## src/rtl/sec_to_mmss_pkg.sv

```systemverilog
// Shared definitions for the seconds-to-mm:ss converter.
// Contents: FSM state encoding, the default seconds-per-minute divisor,
// the BCD radix and the width of one BCD digit.
package sec_to_mmss_pkg;

  typedef enum logic [1:0] {
    IDLE,
    DIV,
    SPLIT,
    DONE
  } state_t;

  localparam int SEC_PER_MIN = 60;
  localparam int BCD_BASE    = 10;
  localparam int DIGIT_W     = 4;

endpackage

```

## src/rtl/sec_to_mmss_if.sv

```systemverilog
// Bundle between the seconds timer / display side and the converter.
// Signals:
//   in        binary seconds count (timer -> converter)
//   min_tens  BCD tens of minutes
//   min_ones  BCD ones of minutes
//   sec_tens  BCD tens of seconds
//   sec_ones  BCD ones of seconds
//   busy      conversion in progress
//   update    one-cycle pulse when the digits take a new value
// Modports: master = timer/display side, slave = converter.
interface sec_to_mmss_if #(
  parameter int WIDTH = 10
);
  import sec_to_mmss_pkg::*;

  logic [WIDTH-1:0]   in;
  logic [DIGIT_W-1:0] min_tens;
  logic [DIGIT_W-1:0] min_ones;
  logic [DIGIT_W-1:0] sec_tens;
  logic [DIGIT_W-1:0] sec_ones;
  logic               busy;
  logic               update;

  modport master (
    output in,
    input  min_tens, min_ones, sec_tens, sec_ones, busy, update
  );

  modport slave (
    input  in,
    output min_tens, min_ones, sec_tens, sec_ones, busy, update
  );

endinterface

```

## src/rtl/sec_to_mmss_bcd_split_step.sv

```systemverilog
// One combinational step of binary-to-BCD splitting: if val >= 10,
// subtract 10 and flag that the tens digit should be bumped.
// Ports:
//   val       current remainder
//   val_next  remainder after this step (unchanged when val < 10)
//   bump      high when a ten was taken off
module sec_to_mmss_bcd_split_step #(
  parameter int W = 7
) (
  input  logic [W-1:0] val,
  output logic [W-1:0] val_next,
  output logic         bump
);
  import sec_to_mmss_pkg::*;

  // Compare in a width that can always hold the constant 10, so narrow
  // instances never see a truncated radix.
  localparam int CMP_W = (W > DIGIT_W) ? W : DIGIT_W;

  assign bump     = (CMP_W'(val) >= CMP_W'(BCD_BASE));
  assign val_next = bump ? (val - W'(BCD_BASE)) : val;

endmodule

```

## src/rtl/sec_to_mmss.sv

```systemverilog
// Converts a binary seconds count into four BCD digits mm:ss by
// iterative subtraction (no dividers). A new conversion starts whenever
// the input differs from the last captured value while idle; the digit
// outputs change together, once per completed conversion, with a
// one-cycle update pulse.
// Ports:
//   clk  system clock (rising edge)
//   rst  synchronous active-high reset
//   bus  sec_to_mmss_if.slave: in, min_tens, min_ones, sec_tens,
//        sec_ones, busy, update
module sec_to_mmss #(
  parameter int WIDTH       = 10,
  parameter int SEC_PER_MIN = 60
) (
  input  logic               clk,
  input  logic               rst,
  sec_to_mmss_if.slave       bus
);
  import sec_to_mmss_pkg::*;

  localparam int MINS_W = 7;
  // Wide enough to hold both rem and the divisor without truncation.
  localparam int CMP_W  = (WIDTH > MINS_W) ? WIDTH : MINS_W;

  state_t             state_q, state_d;
  logic [WIDTH-1:0]   cap_q;
  logic [WIDTH-1:0]   rem_q;
  logic [MINS_W-1:0]  mins_q;
  logic [DIGIT_W-1:0] mt_q;
  logic [DIGIT_W-1:0] st_q;
  logic [DIGIT_W-1:0] min_tens_q, min_ones_q, sec_tens_q, sec_ones_q;
  logic               busy_q;
  logic               update_q;

  logic               rem_ge_min;
  logic [MINS_W-1:0]  mins_step;
  logic [WIDTH-1:0]   rem_step;
  logic               bump_min;
  logic               bump_sec;

  assign rem_ge_min = (CMP_W'(rem_q) >= CMP_W'(SEC_PER_MIN));

  sec_to_mmss_bcd_split_step #(.W(MINS_W)) u_split_min (
    .val      (mins_q),
    .val_next (mins_step),
    .bump     (bump_min)
  );

  sec_to_mmss_bcd_split_step #(.W(WIDTH)) u_split_sec (
    .val      (rem_q),
    .val_next (rem_step),
    .bump     (bump_sec)
  );

  always_comb begin
    state_d = state_q;
    case (state_q)
      IDLE:    if (bus.in != cap_q) state_d = DIV;
      DIV:     if (!rem_ge_min) state_d = SPLIT;
      SPLIT:   if (!bump_min && !bump_sec) state_d = DONE;
      DONE:    state_d = IDLE;
      default: state_d = IDLE;
    endcase
  end

  always_ff @(posedge clk) begin
    if (rst) begin
      state_q    <= IDLE;
      cap_q      <= '0;
      rem_q      <= '0;
      mins_q     <= '0;
      mt_q       <= '0;
      st_q       <= '0;
      min_tens_q <= '0;
      min_ones_q <= '0;
      sec_tens_q <= '0;
      sec_ones_q <= '0;
      busy_q     <= 1'b0;
      update_q   <= 1'b0;
    end else begin
      state_q  <= state_d;
      update_q <= 1'b0;
      case (state_q)
        // Input is only looked at here, so changes during a conversion
        // are picked up on the next pass through IDLE.
        IDLE: begin
          if (bus.in != cap_q) begin
            cap_q  <= bus.in;
            rem_q  <= bus.in;
            mins_q <= '0;
            mt_q   <= '0;
            st_q   <= '0;
            busy_q <= 1'b1;
          end
        end
        DIV: begin
          if (rem_ge_min) begin
            rem_q  <= rem_q - WIDTH'(SEC_PER_MIN);
            mins_q <= mins_q + MINS_W'(1);
          end
        end
        // Minutes and seconds split into tens/ones concurrently.
        SPLIT: begin
          if (bump_min) begin
            mins_q <= mins_step;
            mt_q   <= mt_q + DIGIT_W'(1);
          end
          if (bump_sec) begin
            rem_q <= rem_step;
            st_q  <= st_q + DIGIT_W'(1);
          end
        end
        // All four digits land on the same edge.
        DONE: begin
          min_tens_q <= mt_q;
          min_ones_q <= DIGIT_W'(mins_q);
          sec_tens_q <= st_q;
          sec_ones_q <= DIGIT_W'(rem_q);
          update_q   <= 1'b1;
          busy_q     <= 1'b0;
        end
        default: ;
      endcase
    end
  end

  assign bus.min_tens = min_tens_q;
  assign bus.min_ones = min_ones_q;
  assign bus.sec_tens = sec_tens_q;
  assign bus.sec_ones = sec_ones_q;
  assign bus.busy     = busy_q;
  assign bus.update   = update_q;

endmodule

```

## src/flat_wrapper.sv

```systemverilog
// flat-port wrapper written by rule: the top's interface ports become plain ports
module sec_to_mmss_flat import sec_to_mmss_pkg::*;
#(
  parameter int WIDTH       = 10,
  parameter int SEC_PER_MIN = 60
)
  (clk, rst, bus_in, bus_min_tens, bus_min_ones, bus_sec_tens, bus_sec_ones, bus_busy, bus_update);
  sec_to_mmss_if #(.WIDTH(WIDTH)) bus_i ();
  input  logic clk;
  input  logic rst;
  input wire logic [$bits(bus_i.in)-1:0] bus_in;
  output wire logic [$bits(bus_i.min_tens)-1:0] bus_min_tens;
  output wire logic [$bits(bus_i.min_ones)-1:0] bus_min_ones;
  output wire logic [$bits(bus_i.sec_tens)-1:0] bus_sec_tens;
  output wire logic [$bits(bus_i.sec_ones)-1:0] bus_sec_ones;
  output wire logic [$bits(bus_i.busy)-1:0] bus_busy;
  output wire logic [$bits(bus_i.update)-1:0] bus_update;
  assign bus_i.in = bus_in;
  assign bus_min_tens = bus_i.min_tens;
  assign bus_min_ones = bus_i.min_ones;
  assign bus_sec_tens = bus_i.sec_tens;
  assign bus_sec_ones = bus_i.sec_ones;
  assign bus_busy = bus_i.busy;
  assign bus_update = bus_i.update;
  sec_to_mmss #(.WIDTH(WIDTH), .SEC_PER_MIN(SEC_PER_MIN)) u_core (.clk(clk), .rst(rst), .bus(bus_i));
endmodule
```

## config.mk

```make
export PLATFORM = sky130hd
export DESIGN_NAME = sec_to_mmss_flat
export DESIGN_NICKNAME = d
export VERILOG_FILES = /design/src/rtl/sec_to_mmss_pkg.sv /design/src/rtl/sec_to_mmss_if.sv /design/src/rtl/sec_to_mmss_bcd_split_step.sv /design/src/rtl/sec_to_mmss.sv /design/src/flat_wrapper.sv
export SDC_FILE = /design/constraint.sdc
export NUM_CORES = 1
export LEC_CHECK = 0
export ABC_CLOCK_PERIOD_IN_PS = 2300
export CORE_MARGIN = 2
export CORE_UTILIZATION = 24
export CTS_BUF_LIST = sky130_fd_sc_hd__clkbuf_4
export CTS_CLUSTER_DIAMETER = 200
export DETAILED_ROUTE_END_ITERATION = 12
export GPL_ROUTABILITY_DRIVEN = 0
export GPL_TIMING_DRIVEN = 1
export SETUP_SLACK_MARGIN = 0.05
export SLEW_MARGIN = 20
export SYNTH_ARGS = -nofsm -noshare
export SYNTH_HDL_FRONTEND = slang
export SYNTH_SLANG_ARGS = --single-unit
```

## constraint.sdc

```tcl
create_clock -name clk -period 2.3 [get_ports clk]
set_clock_uncertainty 0.05 [all_clocks]
set_input_delay 0.46 -clock clk [delete_from_list [all_inputs] [get_ports clk]]
set_output_delay 0.46 -clock clk [all_outputs]
set_load 0.01 [all_outputs]
```

-- Word level (Yosys, flattened, before mapping)
Index checks and enable logic that the tools add are counted.
- bits in registers: 55
- output and inout port bits: 18
- word-level logic and storage cells: 65
- add/subtract/negate cells: 6
- $lt $le $gt $ge: 3
- equal/unequal tests: 10
- multiplexer cells: 20
- reduce and logical (&&, ||, !) cells: 14
- operator list (kind ; number):
    2-to-1 mux 10 bit ; 3
    one-hot mux 10 bit (3 select lines) ; 1
    2-to-1 mux 7 bit ; 3
    one-hot mux 7 bit (3 select lines) ; 1
    one-hot mux 4 bit (2 select lines) ; 2
    2-to-1 mux 4 bit ; 3
    greater-or-equal comparator 10 x 4 -> 1 bit, second input constant ; 1
    greater-or-equal comparator 10 x 6 -> 1 bit, second input constant ; 1
    != test 10 bit ; 1
    != test 2 x 1 -> 1 bit, second input constant ; 5
    subtractor 10 x 4 -> 10 bit, second input constant ; 1
    subtractor 10 x 6 -> 10 bit, second input constant ; 1
    AND reduction 3 bit ; 3
    adder 4 x 1 -> 4 bit, second input constant ; 2
    one-hot mux 2 bit (4 select lines) ; 1
    AND reduction 4 bit ; 2
    adder 7 x 1 -> 7 bit, second input constant ; 1
    greater-or-equal comparator 7 x 4 -> 1 bit, second input constant ; 1
    subtractor 7 x 4 -> 7 bit, second input constant ; 1
    2-to-1 mux 2 bit ; 3
    == test 2 bit, second input constant ; 2
    AND reduction 2 bit ; 2
    nonzero test 2 bit ; 2
    nonzero test 3 bit ; 1
    7 further kinds ; 9

-- Logic depth before layout (Yosys ltp)
- depth in word-level cells: 5
- gate-level depth with buffers: 10
- gate-level depth less buffers: 8

-- Hierarchy
A second synthesis with hierarchy kept.
- cell total of the unflattened synthesis: 394
- area, all modules: 3300.7 um^2
- by module, submodules not included (module ; instances ; cells each ; area an instance (um^2) ; seq. area each (um^2)):
    sec_to_mmss ; 1 ; 325 ; 2837.7 ; 1101.1
    sec_to_mmss_bcd_split_step at u_core.u_split_sec ; 1 ; 42 ; 284.0 ; 0.0
    sec_to_mmss_bcd_split_step at u_core.u_split_min ; 1 ; 27 ; 178.9 ; 0.0

-- Least setup slack after synthesis
No wires, ideal clock.
- path type: reg2reg
- start: register u_core.rem_q[2]
- end: register u_core.rem_q[6]
- setup time: 0.137 ns
- data arrival time: 2.076 ns
- data required time: 2.113 ns
- slack: 0.038 ns
- stages on the path, launching flop included: 10
- buffers on the path: 2
- cells stage by stage: dfxtp_1 inv_1 ha_1 a2111o_1 or3_1 clkbuf_2 and3_4 buf_6 nor2_1 a311oi_2
- cells in the longest elaborated chain, start to end: 3
- elaborated cells between the ends (all ways): 10
- classes of those cells: 2 x add/sub; 2 x order compare; 2 x eq/ne; 3 x mux; 1 x reduce/logical
- ends and longest elaborated chain (what ; RTL line ; RTL):
    from (decl) ; sec_to_mmss.sv:27 ; logic [WIDTH-1:0] rem_q;
    from (signal assigned) ; sec_to_mmss.sv:89 ; rem_q <= bus.in;
    from (signal assigned) ; sec_to_mmss.sv:98 ; rem_q <= rem_q - WIDTH'(SEC_PER_MIN);
    from (signal assigned) ; sec_to_mmss.sv:109 ; rem_q <= rem_step;
    subtractor 10 x 4 -> 10 bit (tied with other cells) ; sec_to_mmss_bcd_split_step.sv:21 ; assign val_next = bump ? (val - W'(BCD_BASE)) : val;
    2-to-1 mux 10 bit (tied with other cells) ; sec_to_mmss.sv:108 ; if (bump_sec) begin
    one-hot mux 10 bit (3 select lines) / AND reduction 4 bit (equally long branches) ; n/a ;
Parallel ways exist; a longest one is shown, timed or not. The select of a mux whose other input is x is not followed.
A chain may end at the register's enable or synchronous reset.

-- Final worst setup path
- start: input port bus_in[9]
- end: register u_core.st_q[3]
- cells in the longest elaborated chain, start to end: 3
- ends and longest elaborated chain (what ; RTL line ; RTL):
    from (decl) ; flat_wrapper.sv:11 ; input wire logic [$bits(bus_i.in)-1:0] bus_in;
    != test 10 bit ; sec_to_mmss.sv:87 ; if (bus.in != cap_q) begin
    != test 2 x 1 -> 1 bit (no source line) ; n/a ;
    AND reduction 3 bit (no source line) ; n/a ;
    to (signal assigned) ; sec_to_mmss.sv:110 ; st_q <= st_q + DIGIT_W'(1);
    to (decl) ; sec_to_mmss.sv:30 ; logic [DIGIT_W-1:0] st_q;
Every way passes these cells.

==> metrics.cfg <==
[outcome]
outcome = completed

[layout]
area_growth_pct = 24.17
fill_cells = 1357
final_nets = 436
final_core_util_pct = 30.40
antenna_cells = 0
drive_gt1_share_pct = 14.43
design_area_sq_mm = 0.003805
layout_common_cells = dfxtp_1 (54), nor2_1 (46), buf_4 (40)
final_common_cell = dfxtp_1

[sta]
drv_slew = 0
finalHoldViolCount = 0
finalCriticalPeriod_ps = 2202
fmax_ghz = 0.4542
slew_headroom_pct = 57.11
fin_hold_ws_ps = 462.9
worst_pin_slew_ps = 643.4
fin_crit_sh_pct = 95.72
setup_violations = 0
fin_setup_tns_ps = 0
rsz0062_at_grt = true

[routing]
vias = 2778
viasPerCell = 4.781
routed_wl_mm = 7.938
dr.pass1.iters = 4
first_iter_violations = 178
wl_per_cell_microns = 13.66
drc = 0
ant_nets = 0

[power_and_ir_drop]
power_switching_w = 0.001851
power_frac_seq_pct = 32.5
vdd_drop_max_mv = 0.6175
p_clk_share_pct = 9.8
power.density_mw_per_mm2 = 1092
switching_share_pct = 44.55
p_int_w = 0.002304
p_comb_share_pct = 57.7
power_leakage_nw = 1.507

[cts]
cts_tree = yes
clk_path_buf_depth = 2
clkTransAtPathRegs_ps = 140
post-cts-setup-buffers = 0
clock_sinks = 55
htree_levels = 2
cts-resized-gates = 0
cts-root-buf = clkbuf_4
numCtsBuffers = 5
holdBufCountCts = 0
clk_latency_ps = 370

[worst_hold_path]
hold_class = reg2reg
min-delay-start = u_core.bus.sec_ones[0]$_SDFFE_PP0P_

[synthesis]
ys_types = 55
syn_avg_cell_area_sq_um = 8.559
synth_top_area_cell = dfxtp_1
syn_inst = 358
netlist_area_sq_mm = 0.003064
synth-seq-cells = 55
ys_warn_count = 0
yosys_most_used_dff = dfxtp_1
synth_edf_count = 0
asyncSetResetFlopFracSynth_pct = 0
synth_top_area_share_pct = 35.93
synth_area_leaders = dfxtp_1 (36%), mux2i_1 (9.8%), ha_1 (5.7%), nor2_1 (5.6%), xor2_1 (5.1%)
yosysSeqAreaShare_pct = 35.93
synth_nets = 384

[grt]
grt_pass1_vias = 2686
antenna_found_initial = 0
grt_overflow = 0
grt_pass1_wl_mm = 12.99
grtUsageTotal_pct = 12.01
grt_start_max_net_pins = 31

[setup_path]
critPathLaunch = bus_in[9]
crit_fanout = 15
required_ps = 2550
worstPathArrival_ps = 2450
reg2reg_setup_slack_ps = 140
start_kind = input pin
r2r-start = u_core.rem_q[2]$_SDFFE_PP0P_
end_kind = register
path_class = in2reg

[placed_design]
portBuffers = 29
dp_hpwl_mm = 5.707
dpl_cell_area_sq_mm = 0.003751

[run]
drv_cap = 0

[die]
start_util_pct = 24.48
die_h_microns = 117.0
rows = 41
io_pins = 30
die_x_microns = 117.0
die_area_sq_mm = 0.01369
coreArea_sq_mm = 0.01252

==> power groups by stage <==
stage          Combinational, W  Clock (W)  Sequential, W
2_1_floorplan           0.00173          0        0.00128
4_1_cts                 0.00237   0.000426        0.00134
3_3_place_gp            0.00230          0        0.00136
5_1_grt                 0.00266   0.000466        0.00137
3_5_place_dp            0.00236          0        0.00137
6_report                0.00240   0.000409        0.00135
==> through the flow <==
step	setup WS, ps	total power (W)	cells
2_1_floorplan	100.5	0.003013	358
3_3_place_gp	-239.7	0.003658	575
3_5_place_dp	-304.7	0.003723	575
6_report	98.48	0.004155	581
5_1_grt	29.48	0.004498	581
4_1_cts	59.67	0.004144	581
==> per-layer routing <==
layer	up-vias	part of all wire (%)	track usage, %
met5	-	0	0
met4	0	1.9	4.471
met3	12	5.8	2.626
met2	84	44	18.57
met1	1298	48	16.44
li1	1384	-	-
==> synth_stat cells (all sizes together) (2+ instances only) <==
cell / count
dfxtp: 55
clkbuf: 17
ha: 14
or3: 4
and3: 5
nor2b: 2
o221ai: 5
nand4: 7
o211ai: 4
xnor2: 3
mux2i: 30
a41oi: 2
nor2: 46
a21boi: 2
nand2b: 2
o21ai: 7
nor3: 6
inv: 12
nand2: 28
a22oi: 3
a21oi: 27
buf: 8
xor2: 18
or4: 2
nand3: 14
o31ai: 4
nor4: 4
a31oi: 3
o22ai: 4
a211oi: 4
==> flip-flops by register name, summed over array words and instances, names as in the netlist <==
register,count
u_core.cap_q,10
u_core.rem_q,10
u_core.mins_q,7
u_core.bus.min_ones,4
u_core.bus.min_tens,4
u_core.bus.sec_ones,4
u_core.bus.sec_tens,4
u_core.mt_q,4
u_core.st_q,4
u_core.state_q,2
u_core.bus.busy,1
u_core.bus.update,1
==> area by class of cell <==
class / instances / area (sq um) / share of cell area (%)
multi-input cells: 266 / 1800 / 47.32
flip-flops and latches: 55 / 1102 / 28.97
repair buffers: 70 / 596.8 / 15.69
well taps: 172 / 215.2 / 5.656
clock buffers: 6 / 45.04 / 1.184
inverters: 12 / 45.04 / 1.184
==> final timing paths <==
path                                                       endpoint  cells after the start
worst max-delay path                    u_core.st_q[3]$_SDFFE_PP0P_                      9
worst min-delay path            u_core.bus.sec_ones[0]$_SDFFE_PP0P_                      2
worst min register to register  u_core.bus.sec_ones[0]$_SDFFE_PP0P_                      2
worst max register to register         u_core.rem_q[7]$_SDFFE_PP0P_                      7
==> worst max-delay path, cell delays in order <==
cell and delay (ps):
clkdlybuf4s50_1 510, xor2_1 190, nor4_1 70, buf_4 130, nand4_1 100, buf_6 180
nand2_1 150, or4_1 490, a21oi_1 170
==> cell families (layout without fill, tap and decap cells) <==
| logic type | count (synthesis) | count (layout) | synth area share [%] |
|---|---|---|---|
| buffers and inverters | 37 | 88 | 5.471 |
| XOR/XNOR | 21 | 21 | 6.003 |
| flip-flops | 55 | 55 | 35.93 |
| multiplexers | 31 | 31 | 10.17 |
| AND/OR/NAND/NOR | 124 | 124 | 19.56 |
| adder cells (fa/ha/maj) | 14 | 14 | 5.717 |
| AO/OA/AOI/OAI | 76 | 76 | 17.15 |
Power figures use the tool's default switching activity.
